`src/rtl/mem_port_arbiter.sv`:
```
// Single-port memory arbiter shared by instruction fetch and data access.
// One latched transaction at a time, round-robin on ties, timeout abort with error.
module mem_port_arbiter #(
  parameter int ADDR_W  = 64,
  parameter int DATA_W  = 64,
  parameter int TIMEOUT = 16
) (
  input  logic              clk,
  input  logic              reset,
  input  logic              if_req,
  input  logic [ADDR_W-1:0] if_addr,
  output logic [31:0]       if_rdata,
  output logic              if_done,
  input  logic              dm_req,
  input  logic              dm_we,
  input  logic [ADDR_W-1:0] dm_addr,
  input  logic [DATA_W-1:0] dm_wdata,
  output logic [DATA_W-1:0] dm_rdata,
  output logic              dm_done,
  output logic              err,
  output logic              mem_req,
  output logic              mem_we,
  output logic [ADDR_W-1:0] mem_addr,
  output logic [DATA_W-1:0] mem_wdata,
  input  logic [DATA_W-1:0] mem_rdata,
  input  logic              mem_ready,
  output logic              busy
);

  typedef enum logic [1:0] {IDLE, ACCESS, RESP} state_t;

  localparam int CNT_W = (TIMEOUT > 2) ? $clog2(TIMEOUT) : 1;
  localparam logic [CNT_W-1:0] CNT_LAST = CNT_W'(TIMEOUT - 1);

  state_t            state;
  logic              ownerData;
  logic              lastOwnerData;
  logic [ADDR_W-1:0] addrQ;
  logic              weQ;
  logic [DATA_W-1:0] wdataQ;
  logic [DATA_W-1:0] rdataQ;
  logic [CNT_W-1:0]  cnt;
  logic              memReqQ;
  logic              ifDoneQ;
  logic              dmDoneQ;
  logic              errQ;
  logic              busyQ;
  logic              grantData;

  // Data wins only when fetch is absent or fetch was served last.
  assign grantData = dm_req & (~if_req | ~lastOwnerData);

  always_ff @(posedge clk or negedge reset) begin
    if (!reset) begin
      state         <= IDLE;
      ownerData     <= 1'b0;
      lastOwnerData <= 1'b1;
      addrQ         <= '0;
      weQ           <= 1'b0;
      wdataQ        <= '0;
      rdataQ        <= '0;
      cnt           <= '0;
      memReqQ       <= 1'b0;
      ifDoneQ       <= 1'b0;
      dmDoneQ       <= 1'b0;
      errQ          <= 1'b0;
      busyQ         <= 1'b0;
    end else begin
      case (state)
        IDLE: begin
          ifDoneQ <= 1'b0;
          dmDoneQ <= 1'b0;
          if (if_req || dm_req) begin
            state         <= ACCESS;
            memReqQ       <= 1'b1;
            busyQ         <= 1'b1;
            ownerData     <= grantData;
            lastOwnerData <= grantData;
            addrQ         <= grantData ? dm_addr : if_addr;
            weQ           <= grantData & dm_we;
            wdataQ        <= grantData ? dm_wdata : '0;
            cnt           <= '0;
          end
        end
        ACCESS: begin
          if (mem_ready || cnt == CNT_LAST) begin
            // Stores and aborted accesses both return zero data.
            rdataQ  <= (mem_ready && !weQ) ? mem_rdata : '0;
            errQ    <= ~mem_ready;
            state   <= RESP;
            memReqQ <= 1'b0;
            ifDoneQ <= ~ownerData;
            dmDoneQ <= ownerData;
          end else begin
            cnt <= cnt + 1'b1;
          end
        end
        RESP: begin
          ifDoneQ <= 1'b0;
          dmDoneQ <= 1'b0;
          busyQ   <= 1'b0;
          state   <= IDLE;
        end
        default: begin
          state   <= IDLE;
          memReqQ <= 1'b0;
          ifDoneQ <= 1'b0;
          dmDoneQ <= 1'b0;
          busyQ   <= 1'b0;
        end
      endcase
    end
  end

  assign mem_req   = memReqQ;
  assign mem_we    = weQ;
  assign mem_addr  = addrQ;
  assign mem_wdata = wdataQ;
  assign if_rdata  = rdataQ[31:0];
  assign dm_rdata  = rdataQ;
  assign if_done   = ifDoneQ;
  assign dm_done   = dmDoneQ;
  assign err       = errQ;
  assign busy      = busyQ;

endmodule

```
`config.mk`:
```
export PLATFORM = sky130hd
export DESIGN_NAME = mem_port_arbiter
export DESIGN_NICKNAME = d
export VERILOG_FILES = /design/src/rtl/mem_port_arbiter.sv
export SDC_FILE = /design/constraint.sdc
export NUM_CORES = 1
export LEC_CHECK = 0
export BUFFER_PORTS_ARGS = -buffer_cell sky130_fd_sc_hd__buf_2
export CORE_AREA = 2 2 193 195
export DETAILED_ROUTE_END_ITERATION = 8
export DIE_AREA = 0 0 195 197
export SLEW_MARGIN = 10
export SYNTH_ARGS = -nofsm -noshare
export SYNTH_HDL_FRONTEND = slang
export SYNTH_SLANG_ARGS = --single-unit
```
`constraint.sdc`:
```
create_clock -name clk -period 2.19 [get_ports clk]
set_clock_uncertainty 0.15 [all_clocks]
set_input_delay 0 -clock clk [delete_from_list [all_inputs] [get_ports clk]]
set_output_delay 0 -clock clk [all_outputs]
set_load 0.01 [all_outputs]
```
==> impl_metrics.py, run 1 <==
metrics = {
    "outcome": {
        "status": "completed",
    },
    "power": {
        "switchingPower_mw": 6.78,
        "pwr-share-seq_pct": 36.6,
        "switching_share_pct": 36.9,
        "clkPwrFrac_pct": 22.2,
        "leakage_nw": 7.45,
        "combPwrFrac_pct": 41.2,
        "p_per_area_mw_per_mm2": 1260,
        "power_mw": 18.4,
        "ir_drop_v": 0.000554,
        "p_int_mw": 11.6,
    },
    "synth": {
        "synth_cells": 657,
        "synth_compound_area_share_pct": 22.5,
        "async_flop_share_pct": 100,
        "ys_types": 33,
        "ys_ff_latch": 206,
        "synth_xor_area_share_pct": 0,
        "synth-main-ff-cell": "dfrtp_1",
        "synth-simple-area-share_pct": 1.15,
        "synthAdderAreaFrac_pct": 0.149,
        "synth_edf_count": 0,
        "synth_mux_area_share_pct": 7.87,
        "avgSynthCellArea_um2": 12.8,
        "syn_area_mm2": 0.00839,
        "synth_top_family_by_area": "compound AO/OA/AOI/OAI gates",
        "synth_fp_nets": 920,
        "ys_warn_count": 0,
        "synth-seq-area-share_pct": 61.5,
    },
    "setup_path": {
        "crit_type": "reg -> reg",
        "critPathArrivalTime_ns": 2.34,
        "critical_path_peak_fanout": 21,
        "path_buf_inv": 3,
        "slowest_delay_ns": 0.58,
        "crit_required_ns": 2.43,
        "end_kind": "flop",
        "reg2regPathDepth": 6,
        "crit_slowest_cell": "dlygate4sd3_1",
        "critPathLaunchType": "flop",
        "crit_cells": 6,
        "worstPathCellList": "a21boi_4 -> buf_4 -> buf_12 -> mux2i_1 -> dlygate4sd3_1 -> o21ai_0",
        "crit_family": "buffers and inverters",
    },
    "placement": {
        "port_buffers": 491,
        "dp_hpwl_mm": 18.9,
        "gp_congestion": 0.758,
        "dp_cells": 1542,
    },
    "die": {
        "io_pins": 492,
        "core_mm2": 0.0363,
        "dieArea_mm2": 0.0384,
        "die-height_um": 197,
        "row_count": 70,
        "start_util_pct": 23.1,
        "fp.dieW_um": 195,
    },
    "sta": {
        "hold_slack_ns": 0.0617,
        "setup_tns_ns": 0,
        "maxSlewViolCount": 0,
        "rsz0062_at_grt": "false",
        "post-route-period-util_pct": 95.7,
        "hold_viol_final": 0,
        "fin_crit_ns": 2.10,
        "max_freq_ghz": 0.477,
        "slew_headroom_pct": 57.6,
        "finalSetupViolations": 0,
        "worst_slew_pin_slew_ns": 0.635,
    },
    "drt": {
        "drt_pre_antenna_iters": 4,
        "drc": 0,
        "drt_iter0_drc": 454,
        "vias": 8365,
        "via_per_inst": 4.51,
        "wl_per_cell_um": 16.8,
        "wl_mm": 31.1,
        "antenna_left": 0,
    },
    "clocking": {
        "cts_tree": "done",
        "cts_buffers": 25,
        "htreeDepth": 1,
        "path_clk_slew_ns": 0.06,
        "cts_root_buf": "clkbuf_16",
        "cts_buffer_depth": 3,
        "clock-sinks": 206,
        "clk_latency_ns": 0.53,
    },
    "global_route": {
        "grt_pass1_vias": 8754,
        "grt_max_degree": 67,
        "antenna_found_initial": 1,
        "grtUsageTotal_pct": 15.4,
        "grt_first_pass_wirelength_mm": 47.7,
        "overflow": 0,
    },
    "finish": {
        "final_common_cell": "buf_2",
        "finalNetCount": 1631,
        "area_delta_synth_final_pct": 74.5,
        "drive_gt1_share_pct": 40.4,
        "final_cell_mix": "buf_2, dlygate4sd3_1, dfrtp_1, a22o_1, o21ai_0",
        "final_cells": 1855,
        "final_util_pct": 40.4,
    },
    "hold_path": {
        "hold_class": "in -> reg",
        "min_path_cells": 3,
    },
    "flow_run": {
        "maxCapViolations": 0,
    },
}
final timing paths:
path / to / startpoint / slack [ns]
setup / recovery: mem_addr[0] / lastOwnerData / 0.09
hold / removal: mem_wdata[47] / dm_wdata[47] / 0.06
setup reg to reg: mem_addr[0] / lastOwnerData / 0.09
hold reg to reg: if_done / ownerData / 0.34
max in group asynchronous: mem_wdata[40] / reset / 1.03
min in group asynchronous: lastOwnerData / reset / 0.47
cell families (layout without fill, tap and decap cells):
group / Yosys count / count (layout)
AOI/OAI and AO/OA: 274 / 274
DFF: 206 / 206
buffers and inverters: 92 / 821
muxes: 66 / 66
and+or+nand+nor: 18 / 18
adders and majority gates: 1 / 1
other: 0 / 1
synthesized netlist by cell type (2+ instances only):
library cell | instances | area [um2]
dfrtp_1 | 205 | 5130
buf_2 | 16 | 80.1
a21o_1 | 2 | 15.0
o21ai_1 | 3 | 15.0
o31ai_1 | 2 | 15.0
buf_6 | 8 | 90.1
a22o_1 | 129 | 1130
buf_1 | 5 | 18.8
mux2i_1 | 66 | 661
inv_1 | 3 | 11.3
nand3_1 | 3 | 15.0
clkbuf_1 | 20 | 75.1
o21ai_0 | 127 | 636
a31o_2 | 2 | 17.5
nor2_1 | 3 | 11.3
o22ai_1 | 2 | 12.5
nand2_1 | 4 | 15.0
a21oi_1 | 2 | 10.0
nor2b_1 | 2 | 12.5
buf_4 | 40 | 300
flip-flops by register name, indices dropped and copies added (netlist names):
register	flops
dm_rdata	64
mem_addr	64
mem_wdata	64
cnt	4
state	2
busy	1
dm_done	1
err	1
if_done	1
lastOwnerData	1
mem_req	1
mem_we	1
ownerData	1
worst reg2reg max path, cell delays in order (launching register included):
cell           delay (ns)
dfstp_2              0.38
a21boi_4             0.17
buf_4                0.15
buf_12               0.19
mux2i_1              0.26
dlygate4sd3_1        0.58
o21ai_0              0.07
per-layer routing:
| layer | vias up | wire, um | GRT usage [%] |
|---|---|---|---|
| li1 | 3831 | - | - |
| met1 | 4051 | 12000 | 18.0 |
| met2 | 398 | 15600 | 27.3 |
| met3 | 85 | 2080 | 3.23 |
| met4 | 0 | 1370 | 6.67 |
| met5 | - | 0 | 0 |
timing repair:
| action | CTS | global route |
|---|---|---|
| setup buffers | 0 | 2 |
| endpoints found under the setup margin | 0 | 13 |
| hold buffers | 264 | 0 |
| gates resized for setup | 0 | 1 |
| endpoints found under the hold margin | 411 | 0 |
per-stage QoR:
step | cell area (um2) | setup WS [ns]
4_1_cts | 14600 | 0.0462
5_1_grt | 14600 | 0.00705
3_3_place_gp | 11100 | 0.377
2_1_floorplan | 8390 | 0.442
6_report | 14600 | 0.0949
3_5_place_dp | 11100 | 0.347
power by group through the flow:
| stage | clock network [mW] | registers, mW | logic (mW) |
|---|---|---|---|
| final | 4.08 | 6.73 | 7.58 |
| after global routing | 4.37 | 6.96 | 8.23 |
| after CTS | 4.23 | 6.70 | 7.54 |
| after detailed placement | 0 | 6.68 | 7.07 |
| after global placement | 0 | 6.73 | 6.91 |
| after floorplan | 0 | 7.43 | 3.33 |
area by class of cell:
cell class / count / area, um2
well taps: 468 / 586
clock inverters: 8 / 77.6
diodes: 1 / 2.50
repair buffers: 773 / 5380
fillers: 3404 / 21600
clock buffers: 37 / 741
multi-input cells: 359 / 2690
inverters: 3 / 11.3
flip-flops and latches: 206 / 5160
(Power assumes the default switching activity.)
==> inputs of run 2 (changes only) <==
--- a/config.mk
+++ b/config.mk
@@ -9,6 +9,7 @@
 export CORE_AREA = 2 2 193 195
 export DETAILED_ROUTE_END_ITERATION = 8
 export DIE_AREA = 0 0 195 197
+export PLACE_DENSITY_LB_ADDON = 0.05
 export SLEW_MARGIN = 10
 export SYNTH_ARGS = -nofsm -noshare
 export SYNTH_HDL_FRONTEND = slang
==> run 2 against run 1 <==
  * Utilization is essentially flat
  * Global-route usage grew 0.36 points
  * Largest cell class unchanged
  * Sequential power shrank 1%
  * Design area grew 0.11%
  * Setup slack lost 0.029 ns
  * Via count shrank 3.5%
  * Critical path type unchanged
  * Sequential cell count is the same
  * Final cell count grew 0.22%
==> impl_metrics.py, run 2 (synthesis results as in run 1) <==
metrics = {
    "outcome": {
        "status": "completed",
    },
    "finish": {
        "final_util_pct": 40.4,
        "num_antenna_cells": 0,
        "final_cell_mix": "buf_2, dlygate4sd3_1, dfrtp_1, a22o_1, o21ai_0",
        "final_cells": 1859,
        "final_area_mm2": 0.0147,
        "drive_gt1_share_pct": 40.7,
        "fill_cells": 3631,
        "area_delta_synth_final_pct": 74.7,
        "finalNetCount": 1638,
        "final_common_cell": "buf_2",
    },
    "placement": {
        "port_buffers": 491,
        "dp_cells": 1550,
        "dp_hpwl_mm": 21.0,
        "gp_congestion": 0.713,
        "placed_area_mm2": 0.0112,
    },
    "global_route": {
        "grt_max_degree": 68,
        "overflow": 0,
        "grtUsageTotal_pct": 15.8,
        "grt_first_pass_wirelength_mm": 48.1,
        "grt_pass1_vias": 8423,
        "antenna_found_initial": 0,
    },
    "drt": {
        "wl_mm": 32.1,
        "wl_per_cell_um": 17.3,
        "vias": 8072,
        "via_per_inst": 4.34,
        "drt_pre_antenna_iters": 4,
        "antenna_left": 0,
        "drt_iter0_drc": 368,
        "drc": 0,
    },
    "setup_path": {
        "reg2reg_from": "lastOwnerData",
        "path_buf_inv": 3,
        "crit_family": "buffers and inverters",
        "slowest_delay_ns": 0.59,
        "end_kind": "flop",
        "critPathArrivalTime_ns": 2.36,
        "crit_type": "reg -> reg",
        "worstPathCellList": "a21boi_4 -> buf_4 -> buf_6 -> mux2i_1 -> dlygate4sd3_1 -> o21ai_0",
        "crit_required_ns": 2.43,
        "crit_slowest_cell": "dlygate4sd3_1",
        "critical_path_peak_fanout": 13,
        "critPathLaunchType": "flop",
        "crit_start": "lastOwnerData",
    },
    "flow_run": {
        "maxCapViolations": 0,
    },
    "power": {
        "clkPwrFrac_pct": 22.0,
        "pwr-share-seq_pct": 36.2,
        "p_int_mw": 11.6,
        "ir_drop_v": 0.000586,
        "switchingPower_mw": 6.73,
        "p_per_area_mw_per_mm2": 1250,
        "leakage_nw": 7.46,
        "switching_share_pct": 36.7,
        "power_mw": 18.4,
        "combPwrFrac_pct": 41.8,
    },
    "die": {
        "start_util_pct": 23.1,
        "dieArea_mm2": 0.0384,
        "die-height_um": 197,
        "io_pins": 492,
        "row_count": 70,
        "fp.dieW_um": 195,
        "core_mm2": 0.0363,
    },
    "clocking": {
        "cts_buffer_depth": 3,
        "clk_latency_ns": 0.52,
        "htreeDepth": 1,
        "path_clk_slew_ns": 0.06,
        "cts_root_buf": "clkbuf_16",
        "clock-sinks": 206,
        "cts_tree": "done",
        "cts_buffers": 26,
    },
    "sta": {
        "slew_headroom_pct": 55.5,
        "fin_crit_ns": 2.12,
        "rsz0062_at_grt": "true",
        "post-route-period-util_pct": 97.0,
        "maxSlewViolCount": 0,
        "max_freq_ghz": 0.471,
        "hold_viol_final": 0,
        "worst_slew_pin_slew_ns": 0.667,
        "finalSetupViolations": 0,
    },
    "hold_path": {
        "hp-start": "if_req",
        "hold_class": "in -> reg",
    },
}
## run 2: power by group through the flow
| stage | combinational [mW] | clock (mW) | sequential [mW] |
|---|---|---|---|
| 2_1_floorplan | 3.33 | 0 | 7.43 |
| 3_3_place_gp | 7.32 | 0 | 6.69 |
| 3_5_place_dp | 7.33 | 0 | 6.65 |
| 4_1_cts | 7.81 | 4.21 | 6.65 |
| 5_1_grt | 8.41 | 4.36 | 6.90 |
| 6_report | 7.68 | 4.04 | 6.64 |
## run 2: final timing paths
| kind | slack, ns | depth (start not counted) | end |
|---|---|---|---|
| max | 0.07 | 6 | mem_addr[8] |
| max in group asynchronous | 0.83 | 4 | cnt[0] |
| max reg2reg | 0.07 | 6 | mem_addr[8] |
| min in group asynchronous | 0.39 | 3 | mem_addr[33] |
| min reg2reg | 0.34 | 1 | dm_rdata[52] |
| min | 0.002 | 4 | busy |
## run 2: metrics by stage
stage	setup TNS, ns	setup WS, ns	hold WS [ns]
finish	0	0.0656	0.00223
global route	-0.0153	-0.00918	0.0275
CTS	0	0.0382	0.000307
detailed placement	0	0.384	-0.168
global placement	0	0.403	-0.174
floorplan	0	0.442	-0.446
## run 2: repair_timing
action                                 CTS  global route
setup endpoints to repair                0            24
endpoints found under the hold margin  409             0
setup buffers                            0             2
gates resized for setup                  0             6
hold buffers                           261             0
## run 2: cell type report
| class | instances | area [um2] | share of cell area, % |
|---|---|---|---|
| Tap cell | 468 | 586 | 3.99 |
| Inverter | 3 | 11.3 | 0.0768 |
| Clock inverter | 5 | 30.0 | 0.205 |
| Clock buffer | 39 | 771 | 5.26 |
| Timing Repair Buffer | 779 | 5410 | 36.9 |
| Sequential cell | 206 | 5160 | 35.2 |
| Multi-Input combinational cell | 359 | 2700 | 18.4 |
## run 2: metal layers
metal  global-route usage [%]  wire length (um)  part of all wire [%]
met2                     28.2             16300                    51
met1                     18.8             13000                    41
met4                     4.52               762                   2.4
met5                        0                 0                     0
met3                     3.63              2020                   6.3
## run 2: worst min-delay path, stage by stage
cell and delay, ns:
buf_2 0.13, nor2_4 0.05, or2_4 0.34, o21ai_0 0.11
